--- config.mk ---
export PLATFORM = sky130hd
export DESIGN_NAME = bus_change_monitor
export DESIGN_NICKNAME = d
export VERILOG_FILES = /design/src/rtl/bus_change_monitor.sv
export SDC_FILE = /design/constraint.sdc
export NUM_CORES = 1
export LEC_CHECK = 0
export ABC_AREA = 1
export ABC_CLOCK_PERIOD_IN_PS = 11400
export CORE_MARGIN = 5
export CORE_UTILIZATION = 40
export CTS_CLUSTER_DIAMETER = 40
export CTS_CLUSTER_SIZE = 10
export DETAILED_ROUTE_END_ITERATION = 12
export DONT_BUFFER_PORTS = 1
export GPL_ROUTABILITY_DRIVEN = 0
export GPL_TIMING_DRIVEN = 0
export SYNTH_ARGS = -nofsm -noshare
export SYNTH_HDL_FRONTEND = slang
export SYNTH_SLANG_ARGS = --single-unit
--- constraint.sdc ---
create_clock -name i_clk -period 11.4 [get_ports i_clk]
set_input_delay 2.85 -clock i_clk [delete_from_list [all_inputs] [get_ports i_clk]]
set_output_delay 2.85 -clock i_clk [all_outputs]
set_load 0.02 [all_outputs]
--- src/rtl/bus_change_monitor.sv ---
// bus_change_monitor: settle-filtered multi-channel bus change events on a round-robin valid/ready stream; optional timestamps via BUS_CHANGE_MONITOR_TIMESTAMP_EN
module bus_change_monitor #(
  parameter int BUS_WIDTH     = 8,
  parameter int NUM_CH        = 4,
  parameter int SETTLE_CYCLES = 16,
  localparam int CH_W         = (NUM_CH > 1) ? $clog2(NUM_CH) : 1
) (
  input  logic                        i_clk,
  input  logic                        i_rst,
  input  logic [NUM_CH*BUS_WIDTH-1:0] i_bus,
  output logic                        o_valid,
  input  logic                        i_ready,
  output logic [CH_W-1:0]             o_ch,
  output logic [BUS_WIDTH-1:0]        o_value,
  output logic [NUM_CH-1:0]           o_pending,
  output logic [NUM_CH-1:0]           o_overrun,
  input  logic                        i_clear_overrun
`ifdef BUS_CHANGE_MONITOR_TIMESTAMP_EN
  ,
  output logic [15:0]                 o_timestamp
`endif
);
  localparam int CNT_W = (SETTLE_CYCLES > 0) ? $clog2(SETTLE_CYCLES + 1) : 1;

  typedef enum logic [1:0] {PRIME, STABLE, SETTLING} state_t;

  logic [NUM_CH-1:0]           acc_v;
  logic [NUM_CH*BUS_WIDTH-1:0] val_v;
  logic [BUS_WIDTH-1:0]        slot_q [NUM_CH];
  logic [NUM_CH-1:0]           pend_q, pend_d, ovr_q, ovr_d, load_oh;
  logic [CH_W-1:0]             ptr_q, sel;
  logic                        found, load;

  function automatic logic [CH_W-1:0] wrap(input int v);
    return CH_W'(v % NUM_CH);
  endfunction

  for (genvar c = 0; c < NUM_CH; c++) begin : g_ch
    state_t               state_q, state_d;
    logic [BUS_WIDTH-1:0] com_q, com_d, cand_q, cand_d, bus;
    logic [CNT_W-1:0]     cnt_q, cnt_d;
    logic                 acc;
    assign bus = i_bus[c*BUS_WIDTH +: BUS_WIDTH];
    assign acc_v[c] = acc;
    assign val_v[c*BUS_WIDTH +: BUS_WIDTH] = com_d;
    // Tracker next state: prime, detect change, require a run of identical samples, drop glitches back to committed
    always_comb begin
      state_d = state_q;
      com_d   = com_q;
      cand_d  = cand_q;
      cnt_d   = cnt_q;
      acc     = 1'b0;
      case (state_q)
        PRIME: begin
          state_d = STABLE;
          com_d   = bus;
          cand_d  = bus;
        end
        STABLE: if (bus != com_q) begin
          cand_d = bus;
          cnt_d  = '0;
          if (SETTLE_CYCLES == 0) begin
            com_d = bus;
            acc   = 1'b1;
          end else state_d = SETTLING;
        end
        SETTLING: if (bus != cand_q) begin
          cand_d = bus;
          cnt_d  = '0;
          state_d = (bus == com_q) ? STABLE : SETTLING;
        end else if (cnt_q == CNT_W'(SETTLE_CYCLES - 1)) begin
          com_d   = cand_q;
          acc     = 1'b1;
          state_d = STABLE;
        end else cnt_d = cnt_q + 1'b1;
        default: state_d = PRIME;
      endcase
    end
    // Tracker registers; reset sends every channel back through PRIME
    always_ff @(posedge i_clk or posedge i_rst) begin
      if (i_rst) begin
        state_q <= PRIME;
        com_q   <= '0;
        cand_q  <= '0;
        cnt_q   <= '0;
      end else begin
        state_q <= state_d;
        com_q   <= com_d;
        cand_q  <= cand_d;
        cnt_q   <= cnt_d;
      end
    end
  end

  // Round-robin pick: first pending slot searching upward from the channel after the last one served
  always_comb begin
    sel   = '0;
    found = 1'b0;
    for (int k = 1; k <= NUM_CH; k++) begin
      if (!found && pend_q[wrap(int'(ptr_q) + k)]) begin
        found = 1'b1;
        sel   = wrap(int'(ptr_q) + k);
      end
    end
  end

  assign load    = (!o_valid || i_ready) && found;
  assign load_oh = load ? (NUM_CH'(1) << sel) : '0;
  // A same-edge write wins over the load's clear so the fresh value stays pending; overrun only when the old value is lost
  assign pend_d  = (pend_q & ~load_oh) | acc_v;
  assign ovr_d   = i_clear_overrun ? '0 : (ovr_q | (acc_v & pend_q & ~load_oh));

  assign o_pending = pend_q;
  assign o_overrun = ovr_q;

  // Event slots, pending/overrun flags and the one-deep output stage
  always_ff @(posedge i_clk or posedge i_rst) begin
    if (i_rst) begin
      for (int c = 0; c < NUM_CH; c++) slot_q[c] <= '0;
      pend_q  <= '0;
      ovr_q   <= '0;
      ptr_q   <= CH_W'(NUM_CH - 1);
      o_valid <= 1'b0;
      o_ch    <= '0;
      o_value <= '0;
    end else begin
      for (int c = 0; c < NUM_CH; c++) if (acc_v[c]) slot_q[c] <= val_v[c*BUS_WIDTH +: BUS_WIDTH];
      pend_q <= pend_d;
      ovr_q  <= ovr_d;
      if (load) begin
        o_valid <= 1'b1;
        o_ch    <= sel;
        o_value <= slot_q[sel];
        ptr_q   <= sel;
      end else if (!o_valid || i_ready) o_valid <= 1'b0;
    end
  end

`ifdef BUS_CHANGE_MONITOR_TIMESTAMP_EN
  logic [15:0] ts_q;
  logic [15:0] slot_ts_q [NUM_CH];
  // Free-running timestamp, stamped into a slot on each write and carried with the delivered value
  always_ff @(posedge i_clk or posedge i_rst) begin
    if (i_rst) begin
      ts_q        <= '0;
      o_timestamp <= '0;
      for (int c = 0; c < NUM_CH; c++) slot_ts_q[c] <= '0;
    end else begin
      ts_q <= ts_q + 16'd1;
      for (int c = 0; c < NUM_CH; c++) if (acc_v[c]) slot_ts_q[c] <= ts_q;
      if (load) o_timestamp <= slot_ts_q[sel];
    end
  end
`endif
endmodule
* After elaboration in Yosys (flattened, before gate mapping) *
Cells that the tools add are included.

operators by class
  add/subtract/negate cells = 8
  order comparisons = 5
  equal/unequal tests = 40
  shift operators = 1
  mux-type cells = 95
  bitwise logic cells = 7
  reduce and logical (&&, ||, !) cells = 34

operators with widths
  kind                                                         number
  2-to-1 mux 8 bit                                             18
  one-hot mux 8 bit (3 select lines)                           4
  inequality test 8 bit                                        8
  one-hot mux 8 bit (2 select lines)                           4
  2-to-1 mux 5 bit                                             12
  2-to-1 mux 2 bit                                             20
  one-hot mux 5 bit (2 select lines)                           4
  == test 8 bit                                                4
  inequality test 3 bit (second input constant)                8
  one-hot mux 2 bit (3 select lines)                           4
  AND reduction 3 bit                                          8
  2-to-1 mux 1 bit                                             22
  adder 5 x 1 -> 5 bit (second input constant)                 4
  == test 5 x 4 -> 1 bit (second input constant)               4
  binary-select mux 8 bit (select 2 bit)                       1
  inequality test 2 bit (second input constant)                8
  AND 4 bit                                                    3
  less-than comparator 2 x 3 -> 1 bit (second input constant)  4
  nonzero test 3 bit                                           4
  nonzero test 2 bit                                           5
  binary-select mux 1 bit (select 2 bit)                       4
  == test 2 x 1 -> 1 bit (second input constant)               4
  == test 2 bit (second input constant)                        4
  zero test 2 bit                                              4
  other kinds (12)                                             25

word-level totals
  register bits after elaboration = 145
  output and inout port bits = 19

* Longest topological paths before layout *
Gate-level depths: netlist of run 1.

  depth after elaboration = 19
  depth in mapped cells = 18

* Least setup slack after synthesis of run 1 *
OpenSTA, ideal clock, no wires.

  kind = input port to flip-flop
  start = input port i_bus[13]
  end = register g_ch[1].cand_q[0]
  arrival = 3.977 ns
  required time = 11.274 ns
  slack = 7.297 ns
  stages = 8
  buffers on the path = 1
  cells stage by stage = xor2_1 nor3_1 nand2_1 nor2_1 inv_1 o211ai_2 buf_4 o21ai_0

on the way
  longest elaborated chain between the ends = 3
  elaborated cells on any way between the ends = 5
  classes of those cells = eq/ne (4); reduce/logical (1)

RTL lines
  element                                   line    text
  from (decl)                               10      input logic [NUM_CH*BUS_WIDTH-1:0] i_bus,
  inequality test 8 bit (on tied branches)  67, 59
  inequality test 2 bit (no line)           n/a
  AND reduction 3 bit (no line) *           n/a
  to (signal assigned)                      89      cand_q <= cand_d;
  to (decl)                                 40      logic [BUS_WIDTH-1:0] com_q, com_d, cand_q, cand_d, bus;

Every way passes the cells marked *; elsewhere a longest branch is shown, timed or not.
A chain may end at the register's enable or synchronous reset.

* Final worst setup path of run 1 *
  start = input port i_bus[12]
  end = register slot_q[23] in the netlist's numbering

on the way
  longest elaborated chain between the ends = 3
  elaborated cells on any way between the ends = 5
  classes of those cells = eq/ne (1); mux (4)

RTL lines
  element                             line  text
  inequality test 8 bit               67    SETTLING: if (bus != cand_q) begin
  2-to-1 mux 8 bit                    67
  one-hot mux 8 bit (2 select lines)  53    case (state_q)
  named net g_ch[1].com_d[7]          40
  to (decl)                           29    logic [BUS_WIDTH-1:0] slot_q [NUM_CH];

The timed path passes the listed nets, and every way through them passes these cells.

==> results of run 1 <==
-- cell usage in the layout (no fill, tap or decap), types with 8 or more instances in the layout --
cell       synthesis  layout
a21oi_1           19      19
a22oi_1           25      25
clkbuf_1          12      14
clkbuf_16          0      17
dfrtp_1          143     143
ha_1               8       8
inv_1            112     111
nand2_1          402     402
nand2_2           12      12
nand3_1           56      56
nand4_1           18      18
nor2_1            64      64
nor3_1            10      10
o21ai_0           63      63
o21ai_1           13      13
or2_2             11      11
xnor2_1           18      18
xor2_1            23      23
-- power groups by stage --
stage                     sequential [W]  clock (W)  combinational, W
after floorplan                 0.000721          0          0.000438
after global placement          0.000740          0          0.000544
after detailed placement        0.000740          0          0.000553
after CTS                       0.000734   0.000634          0.000555
after global routing            0.000752   0.000655          0.000641
final                           0.000734   0.000621          0.000550
-- final cells by class --
type	count	area [µm²]	share of cell area, %
clock inverter	12	208	2.32
sequential	145	3630	40.5
multi-input combinational	772	3710	41.4
timing repair buffer	1	27.5	0.307
tap	265	332	3.70
buffer	27	158	1.76
inverter	119	452	5.04
clock buffer	20	447	4.98
-- how the worst max path moves through the flow --
stage | start | endpoint | slack [ns]
6_report | i_bus[12] | slot_q[23]$_DFFE_PP0P_ | 7.35
5_1_grt | i_bus[12] | o_overrun[1]$_DFF_PP0_ | 7.18
4_1_cts | i_bus[12] | o_overrun[1]$_DFF_PP0_ | 7.35
3_5_place_dp | i_bus[12] | o_overrun[1]$_DFF_PP0_ | 6.91
3_3_place_gp | i_rst | o_value[7]$_DFFE_PP0P_ | 2.87
2_1_floorplan | i_rst | g_ch[0].cand_q[0]$_DFFE_PP0P_ | 4.66
-- sequential cells by signal, summed over array words and instances, names as in the netlist --
register	flops
o_pending	4
o_valid	1
slot_q	32
o_value	8
g_ch.cnt_q	20
g_ch.cand_q	32
o_ch	2
o_overrun	4
g_ch.com_q	32
g_ch.state_q	8
ptr_q	2
-- through the flow --
stage | std cells | instance area [µm²]
CTS | 1361 | 8960
floorplan | 1063 | 7940
global placement | 1328 | 8280
detailed placement | 1329 | 8310
global route | 1361 | 8960
finish | 1361 | 8960
-- worst max-delay path: cells and delay by family --
kind / cells / cell delay [ns]
and+or+nand+nor: 7 / 0.88
AOI/OAI and AO/OA: 1 / 0.28
buffers and inverters: 1 / 0.26
xor gates and xnor gates: 1 / 0.13
-- per-layer routing --
metal	vias to the layer above	routed length, µm	share of wire, %	track usage [%]
met5	-	0	0	0
met4	0	257	1.4	5.08
met3	19	777	4.3	4.13
met2	85	8550	47	27.6
met1	3012	8590	47	22.3
li1	3431	-	-	-
-- cells by family after synthesis --
| family | after synthesis | synth area share (%) |
|---|---|---|
| buffers and inverters | 146 | 7.61 |
| flip-flops | 145 | 45.7 |
| AND/OR/NAND/NOR | 585 | 30.8 |
| XOR/XNOR | 41 | 4.52 |
| adder cells (fa/ha/maj) | 8 | 1.26 |
| AO/OA/AOI/OAI | 138 | 10.1 |
==> flow_summary.ini, run 1 <==
[worst_setup_path]
path_cells = xnor2_1 > nand2_1 > nor3_1 > nand2_1 > nor2_4 > buf_2 > nor2_1 > o21ai_1 > nand2_1 > nand2_1
endpoint_kind = flop
crit_top_cell = nand2_1
rr_startpoint = ptr_q[0]$_DFFE_PP1P_
reg2reg_depth = 18
critical-path-max-stage-delay_ns = 0.28
reg2reg_to = o_value[3]$_DFFE_PP0P_
cp_max_fo = 10
crit_slowest_cell = o21ai_1
regToRegSetupSlack_ns = 9.23
start_kind = input port
cp.arrival_ns = 4.41
critPathKind = in2reg
crit_required_ns = 11.77

[pwr]
p_sw_share_pct = 35.2
p_int_w = 0.00123
total_power_w = 0.00190
p_clk_share_pct = 32.6
switching_power_w = 0.000670
pwr-share-seq_pct = 38.6
ir_drop_uv = 130
comb_power_share_pct = 28.9
p_leak_nw = 4.51
powerDensity_nw_per_um2 = 213

[placement]
place_ws_ns = 6.91
io_buffers = 0
dp_hpwl_mm = 13.2

[timing]
post-route-period-util_pct = 35.5
setup_viol = 0
rsz0062_at_grt = false
hold_slack_ns = 0.477
period_needed_ns = 4.05
finalHoldViolCount = 0
tns_ns = 0
fin_ws_ns = 7.35
skew_ns = 0.00934
worst_slew_pin_slew_ns = 0.653
slew_viol_final = 0
clock.fmax_ghz = 0.247
slew_headroom_pct = 56.3

[cells_and_area]
utilization_pct = 45.9
area_growth_pct = 12.8
finalNetCount = 1127
fillCellCount = 2015
drive_gt1_share_pct = 8.21
diodes = 0

[hold_path]
hold_start = slot_q[31]$_DFFE_PP0P_
holdPathStages = 2
min_to = slot_q[31]$_DFFE_PP0P_
min_path_type = reg2reg

[floorplanning]
die_w_um = 151
start_util_pct = 40.7
die_h_um = 151
ios = 55
die_area_um2 = 22800
std_cell_rows = 51
core-area_um2 = 19500

[synth]
async_flop_share_pct = 100
synth_top_flop_cell = dfrtp_1
syn_area_um2 = 7940
yosys_warnings = 0
avgSynthCellArea_um2 = 7.47
synth_top_cell_by_area = dfrtp_1
synth_commonest_cells = nand2_1 (402), dfrtp_1 (143), inv_1 (112)
synthCells = 1063
synth_edf_count = 0
synth-seq-cells = 145
synth.distinct_cells = 37
synthTopCellsByArea = dfrtp_1 (45%), nand2_1 (19%), inv_1 (5.3%)
ys_seq_area_share_pct = 45.7
yosysMostFrequentCell = nand2_1
synth_top_area_share_pct = 45.0
synth.net_count = 1107

[detailed_routing]
drtIter0Drc = 332
drt_wl_total_mm = 18.2
dr.pass1.iters = 4
dr_total_vias = 6547
wl_per_cell_um = 13.3
vias_per_cell = 4.81
ant_nets = 0
drc = 0

[clock_tree]
cts_setup_buffers = 0
cts_resized = 0
clock-sinks = 145
clk_pin_slew_worst_paths_ns = 0.06
numCtsBuffers = 17
root_buffer = clkbuf_16
cts_tree = yes
clk_latency_ns = 0.43
hold_buffers = 0
clock_path_buffers = 2
h-tree-depth = 4

[global_routing]
overflow = 0
grt_antenna_before_repair = 0
grt_usage_pct = 16.9
grt_pass1_wl_mm = 30.9
first_global_vias = 6422
grt_max_degree = 85

[job]
maxCapViolCount = 0

[outcome]
status = completed
Note: power is estimated with default switching activity, not from simulation.
==> run 2, diff against run 1 <==
ABC_CLOCK_PERIOD_IN_PS = 3400   (was 11400)
clock period = 3.4 ns   (was 11.4 ns; I/O delays follow)
==> run 2 against run 1 <==
Compared with the run above:
- clock skew up 0.0019 ns
- final cell count increased by 0.15%
- global-route usage up 0.064 points
- combinational power grew to 3.4 times the previous value
- sequential power increased to 3.4 times the previous value
- routed wire length rose by 0.78%
- sequential share of layout area decreased by 0.14 points
- design area grew 0.33%
- utilization rose by 0.15 points
- register-to-register slack worse by 8.0 ns
- total power grew to 3.4 times the previous value
- flip-flop and latch count is the same
- largest power group unchanged
==> flow_summary.ini, run 2 (same netlist as run 1, synthesis figures left out) <==
[timing]
post-route-period-util_pct = 63.4
skew_ns = 0.0113
slew_viol_final = 0
rsz0062_at_grt = false
setup_viol = 0
clock.fmax_ghz = 0.464
slew_headroom_pct = 44.6
finalHoldViolCount = 0
tns_ns = 0
worst_slew_pin_slew_ns = 0.829
hold_slack_ns = 0.445
period_needed_ns = 2.16

[detailed_routing]
dr.pass1.iters = 5
drtIter0Drc = 380
drt_wl_total_mm = 18.3
ant_nets = 0
wl_per_cell_um = 13.4
vias_per_cell = 4.87
drc = 0
dr_total_vias = 6638

[outcome]
status = completed

[worst_setup_path]
crit_required_ns = 3.71
start_kind = flop
cp_max_fo = 10
rr_startpoint = ptr_q[0]$_DFFE_PP1P_
cp.arrival_ns = 2.47
reg2reg_depth = 18
critPathKind = reg2reg
endpoint_kind = flop
crit_start = ptr_q[0]$_DFFE_PP1P_

[cells_and_area]
layout_commonest_cell = nand2_1
layout_common_cells = nand2_1 (402), dfrtp_1 (143), inv_1 (111)
diodes = 0
area_growth_pct = 13.2
finalNetCount = 1129
drive_gt1_share_pct = 8.47
reg_top3 = g_ch.cand_q: 32 flops, g_ch.com_q: 32 flops, slot_q: 32 flops

[pwr]
p_int_w = 0.00414
switching_power_w = 0.00226
ir_drop_uv = 352
p_leak_nw = 4.51
p_sw_share_pct = 35.3
powerDensity_nw_per_um2 = 711
comb_power_share_pct = 29.1
p_clk_share_pct = 32.4
pwr-share-seq_pct = 38.5

[floorplanning]
die_h_um = 151
die_w_um = 151
die_area_um2 = 22800
core-area_um2 = 19500
start_util_pct = 40.7
std_cell_rows = 51
ios = 55

[clock_tree]
cts_tree = yes
clk_latency_ns = 0.43
cts_setup_buffers = 0
clock_path_buffers = 2
clock-sinks = 145
clk_pin_slew_worst_paths_ns = 0.06
hold_buffers = 0
h-tree-depth = 4
numCtsBuffers = 17
cts_resized = 0
root_buffer = clkbuf_16

[global_routing]
grt_max_degree = 42
grt_antenna_before_repair = 0
overflow = 0
grt_pass1_wl_mm = 31.2
first_global_vias = 6449
grt_usage_pct = 17.0

[hold_path]
min_path_type = in2async

[job]
maxCapViolCount = 0

[placement]
io_buffers = 0
dp_hpwl_mm = 13.7
[run 2: cell count changes in the layout (fill, tap and decap cells not counted)]
cell,change
buf_12,+3
clkbuf_1,-1
clkinvlp_4,+3
clkinv_2,+1
inv_6,-1
clkinv_4,-2
buf_16,-1
[run 2: metal layers]
layer	global-route usage (%)	up-vias	part of all wire [%]
met3	4.16	14	4.4
met5	0	-	0
met4	4.17	0	0.91
li1	-	3435	-
met1	22.8	3090	48
met2	27.7	99	47
[run 2: worst paths after layout]
check / end / slack, ns
min reg2reg: slot_q[30]$_DFFE_PP0P_ / 0.48
max reg2reg: o_value[3]$_DFFE_PP0P_ / 1.24
min: g_ch[1].cnt_q[4]$_DFFE_PP0P_ / 0.44
min in group i_clk: o_overrun[0]$_DFF_PP0_ / 0.48
max in group asynchronous: ptr_q[0]$_DFFE_PP1P_ / 1.97
max: o_value[3]$_DFFE_PP0P_ / 1.24
[run 2: per-stage QoR]
stage	setup slack, ns	std cells	instance area (µm²)	power, W	utilization, %
global placement	-0.164	1328	8280	0.00430	42.4
detailed placement	0.881	1331	8340	0.00435	42.7
CTS	1.24	1363	8990	0.00645	46.1
floorplan	0.733	1063	7950	0.00389	-
global route	1.03	1363	8990	0.00687	46.1
finish	1.24	1363	8990	0.00639	46.1
[run 2: layout make-up]
type,instances,area (µm²)
Fill cell,1972,10500
Clock inverter,13,210
Inverter,119,450
Sequential cell,145,3630
Multi-Input combinational cell,772,3710
Buffer,27,158
Tap cell,265,332
Clock buffer,19,443
Timing Repair Buffer,3,60.1
[run 2: power by group through the flow]
| stage | Combinational, W | Sequential [W] | Clock, W |
|---|---|---|---|
| 2_1_floorplan | 0.00147 | 0.00242 | 0 |
| 3_3_place_gp | 0.00182 | 0.00248 | 0 |
| 3_5_place_dp | 0.00187 | 0.00249 | 0 |
| 4_1_cts | 0.00187 | 0.00246 | 0.00212 |
| 5_1_grt | 0.00216 | 0.00252 | 0.00219 |
| 6_report | 0.00186 | 0.00246 | 0.00207 |
[run 2: worst max-delay path: stages, from the launching register on]
cell,delay (ns)
dfstp_2,0.52
buf_6,0.12
inv_2,0.04
buf_6,0.14
nand2_2,0.07
nand2_2,0.08
nand2_1,0.07
nand2_1,0.08
inv_1,0.11
nand3_2,0.10
nand2_4,0.12
nand2_4,0.07
buf_6,0.14
nand2_1,0.05
nand2_1,0.04
nand2_1,0.07
nand2_1,0.05
nand2_1,0.08
nand2_1,0.06
==> run 3, diff against run 2 <==
ABC_CLOCK_PERIOD_IN_PS = 1800   (was 3400)
clock period = 1.8 ns   (was 3.4 ns; I/O delays follow)
==> run 3 against run 2 <==
Compared with the run above:
- the flow now finishes with violations (negative setup slack)
- worst hold slack worse by 0.42 ns
- flip-flop and latch count did not move
- critical path depth is 1 lower
- final cell count increased by 4.6%
- setup slack lost 1.6 ns
- via count grew 6.7%
- critical endpoint is now o_value[6]$_DFFE_PP0P_
- largest cell class unchanged
- highest routed layer unchanged
==> flow_summary.ini, run 3 (same netlist as run 1, synthesis figures left out) <==
[outcome]
status = finished with violations
violations = negative setup slack

[pwr]
powerDensity_nw_per_um2 = 1270
p_clk_share_pct = 28.6
switching_power_w = 0.00503
total_power_w = 0.0134
p_leak_nw = 5.16
comb_power_share_pct = 36.4
p_int_w = 0.00835
p_sw_share_pct = 37.6
ir_drop_uv = 698
pwr-share-seq_pct = 35.0

[timing]
post-route-period-util_pct = 118
slew_headroom_pct = 48.0
slew_viol_final = 0
period_needed_ns = 2.13
clock.fmax_ghz = 0.470
finalHoldViolCount = 0
worst_slew_pin_slew_ns = 0.779
fin_ws_ns = -0.328
rsz0062_at_grt = true
setup_viol = 29
skew_ns = 0.0116

[detailed_routing]
ant_nets = 0
drt_wl_total_mm = 20.4
vias_per_cell = 4.97
drtIter0Drc = 405
drc = 0
dr_total_vias = 7081
dr.pass1.iters = 5
wl_per_cell_um = 14.3

[worst_setup_path]
critical-path-max-stage-delay_ns = 0.58
path_cells = inv_2 > buf_6 > buf_6 > nand2_4 > nand3_2 > nand2_2 > nor2_4 > nand3_2 > nand2_4 > buf_6 > buf_4 > nand3_1 > nand2_1 > nand2_1 > nand2_1 > nand2_2 > nand2_1
cp_max_fo = 7
crit_required_ns = 2.12
reg2reg_to = o_value[6]$_DFFE_PP0P_
critPathBufInv = 5
crit_top_cell = nand2_1
start_kind = flop
crit_slowest_cell = dfstp_2
regToRegSetupSlack_ns = -0.33
cp.arrival_ns = 2.45
endpoint_kind = flop
crit_family = simple AND/OR/NAND/NOR gates
critPathKind = reg2reg
reg2reg_depth = 17
rr_startpoint = ptr_q[0]$_DFFE_PP1P_

[cells_and_area]
fillCellCount = 1845
layout_common_cells = nand2_1 (302), dfrtp_1 (143), inv_1 (96)
instances_no_fill = 1426
utilization_pct = 53.9
diodes = 0
finalNetCount = 1192
layout_commonest_cell = nand2_1
reg_top3 = g_ch.cand_q: 32 flops, g_ch.com_q: 32 flops, slot_q: 32 flops
seq_area_um2 = 3630
drive_gt1_share_pct = 31.6
multi_input_area_um2 = 4510
area_growth_pct = 32.4
design_area_um2 = 10500

[clock_tree]
clk_latency_ns = 0.43
clk_pin_slew_worst_paths_ns = 0.07
cts_tree = yes
numCtsBuffers = 17
hold_buffers = 0
clock-sinks = 145
h-tree-depth = 4
clock_path_buffers = 2
root_buffer = clkbuf_16

[placement]
dp.cells = 1332
place_ws_ns = -0.346
placed_cell_area_um2 = 8370
io_buffers = 0
dp_hpwl_mm = 13.6

[global_routing]
grt_max_degree = 35
grt_pass1_wl_mm = 32.4
first_global_vias = 6564
grt_antenna_before_repair = 0
grt_usage_pct = 17.6
overflow = 0

[floorplanning]
core-area_um2 = 19500
ios = 55
start_util_pct = 40.7
die_h_um = 151
die_area_um2 = 22800
std_cell_rows = 51
die_w_um = 151

[job]
maxCapViolCount = 0

[hold_path]
min_path_type = in2async
[run 3: cell count changes in the layout (fill, tap and decap cells not counted), sizes merged]
cell	change
bufinv	-1
inv	+5
clkbuf	-2
clkinvlp	-4
clkinv	+2
buf	+63
[run 3: timing repair]
| item | 4_1_cts | 5_1_grt |
|---|---|---|
| gates resized for setup | 94 | 265 |
| setup buffers | 19 | 33 |
| cloned | 6 | 7 |
| endpoints found under the setup margin | 125 | 128 |
| pin swaps | 27 | 106 |
[run 3: final cells by class]
cell class | instances | area share (%)
buffer | 26 | 2.13
sequential | 145 | 34.5
clock buffer | 18 | 4.08
timing repair inverter | 1 | 0.107
tap | 265 | 3.15
inverter | 119 | 4.59
timing repair buffer | 66 | 6.59
clock inverter | 14 | 1.93
multi-input combinational | 772 | 42.9
[run 3: metrics by stage]
step	TNS [ns]	hold WS [ns]
6_report	-4.68	0.0268
5_1_grt	-9.67	0.0554
4_1_cts	-3.68	0.0386
3_5_place_dp	-18.32	0.471
3_3_place_gp	-214.78	0.470
2_1_floorplan	-67.99	0.449
[run 3: worst register-to-register path, stage by stage, from the launching register on]
cell and delay (ns):
dfstp_2 0.58, inv_2 0.06, buf_6 0.13, buf_6 0.14, nand2_4 0.08, nand3_2 0.07
nand2_2 0.10, nor2_4 0.05, nand3_2 0.08, nand2_4 0.07, buf_6 0.14, buf_4 0.13
nand3_1 0.06, nand2_1 0.05, nand2_1 0.07, nand2_1 0.07, nand2_2 0.09, nand2_1 0.05
[run 3: power groups by stage]
| stage | Clock, W | Combinational, W | Sequential (W) |
|---|---|---|---|
| after floorplan | 0 | 0.00278 | 0.00456 |
| after global placement | 0 | 0.00345 | 0.00467 |
| after detailed placement | 0 | 0.00354 | 0.00468 |
| after CTS | 0.00392 | 0.00379 | 0.00464 |
| after global routing | 0.00407 | 0.00545 | 0.00480 |
| final | 0.00382 | 0.00487 | 0.00469 |
[run 3: per-layer routing]
metal	vias up	routed length [µm]	track usage, %
li1	3564	-	-
met1	3357	9100	23.6
met2	132	10100	28.6
met3	28	856	3.95
met4	0	364	5.30
met5	-	0	0
[run 3: worst max path at each step]
stage | startpoint | endpoint | slack, ns | depth (start not counted)
after global routing | ptr_q[0]$_DFFE_PP1P_ | o_value[0]$_DFFE_PP0P_ | -0.42 | 17
final | ptr_q[0]$_DFFE_PP1P_ | o_value[6]$_DFFE_PP0P_ | -0.33 | 17
after detailed placement | ptr_q[0]$_DFFE_PP1P_ | o_value[4]$_DFFE_PP0P_ | -0.35 | 18
after floorplan | i_rst | g_ch[0].cand_q[0]$_DFFE_PP0P_ | -0.47 | 1
after global placement | i_rst | o_valid$_DFFE_PP0P_ | -1.37 | 1
after CTS | ptr_q[0]$_DFFE_PP1P_ | o_value[2]$_DFFE_PP0P_ | -0.27 | 18
